[src/rtl/run_length_tracker_pkg.sv]
// Shared types and default widths for the run-length tracker.
// Optional over-threshold counting is enabled by defining RUN_TRACKER_OVER_COUNT_EN.
package run_tracker_pkg;

  typedef enum logic [1:0] {
    ST_IDLE = 2'd0,
    ST_RUN  = 2'd1,
    ST_SAT  = 2'd2
  } run_state_t;

  localparam int DEF_CNT_W = 8;
  localparam int DEF_OVR_W = 16;

endpackage

[src/rtl/run_length_tracker_if.sv]
// Stream/statistics bundle of the run-length tracker.
// Sampling contract: i_data, i_mode and i_clear are taken on a rising clock edge
// only when i_ENABLE is 1 (i_clear also acts while i_ENABLE is 0); the statistics
// outputs change only on rising edges, and o_run_done is a single-cycle pulse.
interface run_length_tracker_if
  import run_tracker_pkg::*;
#(
  parameter int CNT_W = DEF_CNT_W,
  parameter int OVR_W = DEF_OVR_W
);

  logic             i_ENABLE;
  logic             i_data;
  logic             i_mode;
  logic             i_clear;
  logic [CNT_W-1:0] i_threshold;
  logic [CNT_W-1:0] o_current;
  logic [CNT_W-1:0] o_max;
  logic [CNT_W-1:0] o_last_len;
  logic             o_run_done;
  logic             o_saturated;
  logic [OVR_W-1:0] o_over_count;
  run_state_t       dbg_state;

  modport master (
    output i_ENABLE, i_data, i_mode, i_clear, i_threshold,
    input  o_current, o_max, o_last_len, o_run_done, o_saturated, o_over_count,
    input  dbg_state
  );

  modport slave (
    input  i_ENABLE, i_data, i_mode, i_clear, i_threshold,
    output o_current, o_max, o_last_len, o_run_done, o_saturated, o_over_count,
    output dbg_state
  );

endinterface

[src/rtl/run_length_tracker_sat_counter.sv]
// Saturating up-counter with synchronous clear (clear wins over increment).
module sat_counter #(
  parameter int WIDTH = 8
) (
  input  logic             i_clk,
  input  logic             i_NOT_RESET,
  input  logic             clr,
  input  logic             inc,
  output logic [WIDTH-1:0] count,
  output logic             sat
);

  assign sat = (count == {WIDTH{1'b1}});

  always_ff @(posedge i_clk or negedge i_NOT_RESET) begin
    if (!i_NOT_RESET) begin
      count <= '0;
    end else if (clr) begin
      count <= '0;
    end else if (inc && !sat) begin
      count <= count + WIDTH'(1);
    end
  end

endmodule

[src/rtl/run_length_tracker.sv]
// Run-length statistics over a qualified bit stream: current, max, last run, end pulse.
// Define RUN_TRACKER_OVER_COUNT_EN to build the over-threshold run counter.
module run_length_tracker
  import run_tracker_pkg::*;
#(
  parameter int CNT_W = DEF_CNT_W,
  parameter int OVR_W = DEF_OVR_W
) (
  input logic                 i_clk,
  input logic                 i_NOT_RESET,
  run_length_tracker_if.slave bus
);

  localparam logic [CNT_W-1:0] RUN_MAX = {CNT_W{1'b1}};

  run_state_t       state;
  run_state_t       state_nxt;
  logic             match;
  logic             cur_inc;
  logic             cur_clr;
  logic             cur_sat;
  logic             run_end;
  logic [CNT_W-1:0] cur;
  logic [CNT_W-1:0] cur_nxt_val;
  logic [CNT_W-1:0] max_q;
  logic [CNT_W-1:0] last_q;
  logic             done_q;
  logic [OVR_W-1:0] over_q;

  assign match       = (bus.i_data == bus.i_mode);
  assign cur_nxt_val = cur_sat ? cur : cur + CNT_W'(1);

  // State register
  always_ff @(posedge i_clk or negedge i_NOT_RESET) begin
    if (!i_NOT_RESET) begin
      state <= ST_IDLE;
    end else begin
      state <= state_nxt;
    end
  end

  // Next-state logic; the same length test also covers the 1-bit case where
  // the first matching sample already reaches RUN_MAX.
  always_comb begin
    state_nxt = state;
    if (bus.i_clear) begin
      state_nxt = ST_IDLE;
    end else if (bus.i_ENABLE) begin
      case (state)
        ST_IDLE: begin
          if (match) state_nxt = (cur_nxt_val == RUN_MAX) ? ST_SAT : ST_RUN;
        end
        ST_RUN, ST_SAT: begin
          if (match) state_nxt = (cur_nxt_val == RUN_MAX) ? ST_SAT : ST_RUN;
          else       state_nxt = ST_IDLE;
        end
        default: state_nxt = ST_IDLE;
      endcase
    end
  end

  // Output/control logic
  always_comb begin
    run_end = 1'b0;
    cur_inc = 1'b0;
    cur_clr = 1'b0;
    if (!bus.i_clear && bus.i_ENABLE) begin
      run_end = !match && (state != ST_IDLE);
      cur_inc = match;
    end
    cur_clr = bus.i_clear || run_end;
  end

  sat_counter #(.WIDTH(CNT_W)) u_cur (
    .i_clk       (i_clk),
    .i_NOT_RESET (i_NOT_RESET),
    .clr         (cur_clr),
    .inc         (cur_inc),
    .count       (cur),
    .sat         (cur_sat)
  );

  // Statistics registers; a clear on the same edge as a run end swallows it.
  always_ff @(posedge i_clk or negedge i_NOT_RESET) begin
    if (!i_NOT_RESET) begin
      max_q  <= '0;
      last_q <= '0;
      done_q <= 1'b0;
    end else if (bus.i_clear) begin
      max_q  <= '0;
      last_q <= '0;
      done_q <= 1'b0;
    end else begin
      done_q <= run_end;
      if (run_end) last_q <= cur;
      if (cur_inc && (cur_nxt_val > max_q)) max_q <= cur_nxt_val;
    end
  end

`ifdef RUN_TRACKER_OVER_COUNT_EN
  logic ovr_inc;
  logic ovr_unused_sat;

  assign ovr_inc = run_end && (bus.i_threshold != '0) && (cur >= bus.i_threshold);

  sat_counter #(.WIDTH(OVR_W)) u_over (
    .i_clk       (i_clk),
    .i_NOT_RESET (i_NOT_RESET),
    .clr         (bus.i_clear),
    .inc         (ovr_inc),
    .count       (over_q),
    .sat         (ovr_unused_sat)
  );
`else
  logic thr_unused;

  assign thr_unused = ^bus.i_threshold;
  assign over_q     = '0;
`endif

  assign bus.o_current    = cur;
  assign bus.o_max        = max_q;
  assign bus.o_last_len   = last_q;
  assign bus.o_run_done   = done_q;
  assign bus.o_saturated  = (state == ST_SAT);
  assign bus.o_over_count = over_q;
  assign bus.dbg_state    = state;

endmodule

[src/flat_wrapper.sv]
// flat-port wrapper written by rule: the top's interface ports become plain ports
module run_length_tracker_flat import run_tracker_pkg::*;
#(
  parameter int CNT_W = DEF_CNT_W,
  parameter int OVR_W = DEF_OVR_W
)
  (i_clk, i_NOT_RESET, bus_i_ENABLE, bus_i_data, bus_i_mode, bus_i_clear, bus_i_threshold, bus_o_current, bus_o_max, bus_o_last_len, bus_o_run_done, bus_o_saturated, bus_o_over_count, bus_dbg_state);
  run_length_tracker_if #(.CNT_W(CNT_W), .OVR_W(OVR_W)) bus_i ();
  input logic i_clk;
  input logic i_NOT_RESET;
  input wire logic [$bits(bus_i.i_ENABLE)-1:0] bus_i_ENABLE;
  input wire logic [$bits(bus_i.i_data)-1:0] bus_i_data;
  input wire logic [$bits(bus_i.i_mode)-1:0] bus_i_mode;
  input wire logic [$bits(bus_i.i_clear)-1:0] bus_i_clear;
  input wire logic [$bits(bus_i.i_threshold)-1:0] bus_i_threshold;
  output wire logic [$bits(bus_i.o_current)-1:0] bus_o_current;
  output wire logic [$bits(bus_i.o_max)-1:0] bus_o_max;
  output wire logic [$bits(bus_i.o_last_len)-1:0] bus_o_last_len;
  output wire logic [$bits(bus_i.o_run_done)-1:0] bus_o_run_done;
  output wire logic [$bits(bus_i.o_saturated)-1:0] bus_o_saturated;
  output wire logic [$bits(bus_i.o_over_count)-1:0] bus_o_over_count;
  output wire logic [$bits(bus_i.dbg_state)-1:0] bus_dbg_state;
  assign bus_i.i_ENABLE = bus_i_ENABLE;
  assign bus_i.i_data = bus_i_data;
  assign bus_i.i_mode = bus_i_mode;
  assign bus_i.i_clear = bus_i_clear;
  assign bus_i.i_threshold = bus_i_threshold;
  assign bus_o_current = bus_i.o_current;
  assign bus_o_max = bus_i.o_max;
  assign bus_o_last_len = bus_i.o_last_len;
  assign bus_o_run_done = bus_i.o_run_done;
  assign bus_o_saturated = bus_i.o_saturated;
  assign bus_o_over_count = bus_i.o_over_count;
  assign bus_dbg_state = bus_i.dbg_state;
  run_length_tracker #(.CNT_W(CNT_W), .OVR_W(OVR_W)) u_core (.i_clk(i_clk), .i_NOT_RESET(i_NOT_RESET), .bus(bus_i));
endmodule
[config.mk]
export PLATFORM = sky130hd
export DESIGN_NAME = run_length_tracker_flat
export DESIGN_NICKNAME = d
export VERILOG_FILES = /design/src/rtl/run_length_tracker_pkg.sv /design/src/rtl/run_length_tracker_if.sv /design/src/rtl/run_length_tracker_sat_counter.sv /design/src/rtl/run_length_tracker.sv /design/src/flat_wrapper.sv
export SDC_FILE = /design/constraint.sdc
export NUM_CORES = 1
export LEC_CHECK = 0
export ABC_AREA = 1
export BUFFER_PORTS_ARGS = -buffer_cell sky130_fd_sc_hd__buf_2
export CORE_MARGIN = 3
export CORE_UTILIZATION = 53
export CTS_BUF_LIST = sky130_fd_sc_hd__clkbuf_8
export CTS_CLUSTER_DIAMETER = 80
export DETAILED_ROUTE_END_ITERATION = 12
export PLACE_DENSITY = 0.8
export SLEW_MARGIN = 10
export SYNTH_ARGS = -nofsm -noshare
export SYNTH_HDL_FRONTEND = slang
export SYNTH_SLANG_ARGS = --single-unit
[constraint.sdc]
create_clock -name i_clk -period 2.4 [get_ports i_clk]
set_input_delay 0.48 -clock i_clk [delete_from_list [all_inputs] [get_ports i_clk]]
set_output_delay 0.48 -clock i_clk [all_outputs]
set_load 0.02 [all_outputs]
==> metrics.txt <==
status finished, final reports clean; final slew viol count 0; Num CTS Buffers 3; DR pass1 iterations 4; clk_skew 6.04 ps; Peak VDD IR 0.000233 V; Synth cell types 29; # IOs 58; Power Density 426 nW/um^2; crit path time final 2300 ps; HP Class primary input to async pin; clock root buffer clkbuf_8; vias per cell 4.89; average wire per standard cell 11.5 um; Core Box Area 3150 um^2; Power Total 895 uW; CP required 2570 ps; post-layout util 0.667; CTS tree yes; FF+latch count, synth 27; mean post-synth cell area 8.16 um^2; Setup Viol. Count Final 0; synthesized area 1790 um^2; post-route cell area 2100 um^2; Worst-path clk slew 90 ps; Starting Density 0.569; row cnt 20; initial drt markers 47; Syn Inst Count 220; die span in x 64.2 um; grt total ovfl 0; CTS max path bufs 2; area grow syn2layout 17.2%; final hold violations 0; crit share post-route 0.959; Clock Latency Late Sink 270 ps; n_diodes 0; Max FO, Critical Path 4; Max-Cap Viols 0; Seq/Total Area, Yosys 0.377; Detail Route Antenna Nets 0; dpl hpwl 2.78 mm; H-tree levels 1; critical path class flip-flop to flip-flop; # DRC 0; Hold-fix buffers, CTS 0; Ys Warns 0; share of cells above drive strength 1 0.306; via count 1511; vias in the first global route 1387; GR Util All Layers 0.180; Crit. End Element flip-flop; GPL Wtd Cong 0.933; measured slew at the worst slew-check pin 575 ps; wirelength, routed 3.55 mm; Post-DP Area 2010 um^2; first-pass GRT wire length 5.96 mm; largest net degree at the start of global routing 28; FMAX 435 MHz; Pleak 1.17 nW; # port buffers 33; initial antenna violation count 0; Startpoint Class flip-flop; Critical Path AT 2470 ps; clock sinks 27; Rel. slew slack 0.617; Die H 64.2 um; Final nets 292; Die ar. 4120 um^2
-- Yosys cell counts, drive strengths merged --
library cell / instances / area share
a21oi: 5 / 0.014
buf: 16 / 0.067
clkinv: 1 / 0.0028
conb: 1 / 0.0021
dfrtp: 27 / 0.38
ha: 12 / 0.084
inv: 31 / 0.065
nand2: 63 / 0.15
nand3: 23 / 0.082
nand3b: 1 / 0.0042
nand4: 2 / 0.0070
nor2: 11 / 0.047
nor3: 4 / 0.020
o21ai: 15 / 0.042
o21bai: 1 / 0.0042
o22ai: 4 / 0.014
xnor2: 1 / 0.0049
xor2: 2 / 0.014
-- metal layers --
| metal | vias to the layer above | track usage | wire [um] |
|---|---|---|---|
| met4 | 0 | 0.0633 | 57 |
| met3 | 5 | 0.0141 | 176 |
| met5 | - | 0 | 0 |
| li1 | 764 | - | - |
| met1 | 697 | 0.248 | 1610 |
| met2 | 45 | 0.298 | 1710 |
-- what timing repair did --
| action | in CTS | in global routing |
|---|---|---|
| setup buffers | 0 | 1 |
| resized for setup | 0 | 9 |
| setup endpoints to repair | 0 | 8 |
| hold endpoints to repair | 0 | 0 |
-- area by class of cell --
class,count,area [um^2]
Timing Repair Buffer,42,233
Tap cell,44,55.1
Multi-Input combinational cell,160,967
Sequential cell,27,677
Inverter,32,121
Clock buffer,3,41.3
Clock inverter,1,7.51
Fill cell,278,1050
-- cell families (layout without fill, tap and decap cells) --
logic type / count (synthesis) / after routing / share of synthesized area
AOI/OAI and AO/OA: 25 / 25 / 0.0739
xor gates and xnor gates: 3 / 3 / 0.0188
adders and majority gates: 12 / 12 / 0.0837
buffers and inverters: 48 / 78 / 0.135
DFF: 27 / 27 / 0.377
other: 1 / 16 / 0.00209
and+or+nand+nor: 104 / 104 / 0.310
-- cell usage in the layout (no fill, tap or decap), drive strengths merged --
cell type,netlist,routed
o21ai,15,15
nor2,11,11
o21bai,1,1
a21oi,5,5
ha,12,12
nor3,4,4
conb,1,16
buf,16,42
o22ai,4,4
nand3b,1,1
nand2,63,63
inv,31,31
nand4,2,2
clkbuf,0,3
xnor2,1,1
nand3,23,23
dfrtp,27,27
clkinvlp,0,1
xor2,2,2
clkinv,1,1
-- per-stage QoR --
step / hold slack (ps) / instances / TNS [ps] / worst slack [ps]
after floorplan: 184 / 235 / 0 / 41.3
after global placement: 468 / 304 / 0 / 71.7
after detailed placement: 473 / 304 / 0 / 51.7
after CTS: 211 / 308 / 0 / 25.8
after global routing: 247 / 309 / -274 / -55.4
final: 191 / 309 / 0 / 99.1
-- registers in the layout (all words and copies together) (netlist names) --
register               cells
u_core.bus.dbg_state       2
u_core.bus.o_last_len      8
u_core.bus.o_max           8
u_core.bus.o_run_done      1
u_core.u_cur.count         8
-- report_power, final --
part | internal [mW] | leakage (nW) | switching (mW)
logic | 0.0482 | 0.779 | 0.116
clock network | 0.118 | 0.0217 | 0.141
registers | 0.464 | 0.373 | 0.00860
total | 0.630 | 1.17 | 0.265
-- worst paths after layout --
check                                                            end  slack [ps]                                  from  cells after the start
worst min register to register  u_core.bus.o_last_len[1]$_DFFE_PN0P_         490  u_core.bus.o_last_len[1]$_DFFE_PN0P_                      2
worst min-delay path            u_core.bus.o_last_len[0]$_DFFE_PN0P_         190                           i_NOT_RESET                      1
worst max register to register       u_core.bus.o_max[4]$_DFFE_PN0P_         100     u_core.u_cur.count[0]$_DFFE_PN0P_                     16
min in group i_clk              u_core.bus.o_last_len[1]$_DFFE_PN0P_         490  u_core.bus.o_last_len[1]$_DFFE_PN0P_                      2
worst max-delay path                 u_core.bus.o_max[4]$_DFFE_PN0P_         100     u_core.u_cur.count[0]$_DFFE_PN0P_                     16
max in group asynchronous          u_core.u_cur.count[2]$_DFFE_PN0P_        1800                           i_NOT_RESET                      1
-- worst max-delay path: stages (launching register included) --
cell     delay, ps
dfrtp_1        420
ha_4           190
nand2_4         80
inv_2           60
nand3_4         90
inv_1           50
nor2_2         110
inv_1           70
ha_1           290
nand2_1        100
o21ai_1        190
nand2_1         90
nand3_2         80
nand2_2         90
buf_4          160
nand3_1         60
nand2_1         50
Power figures use the tool's default switching activity.
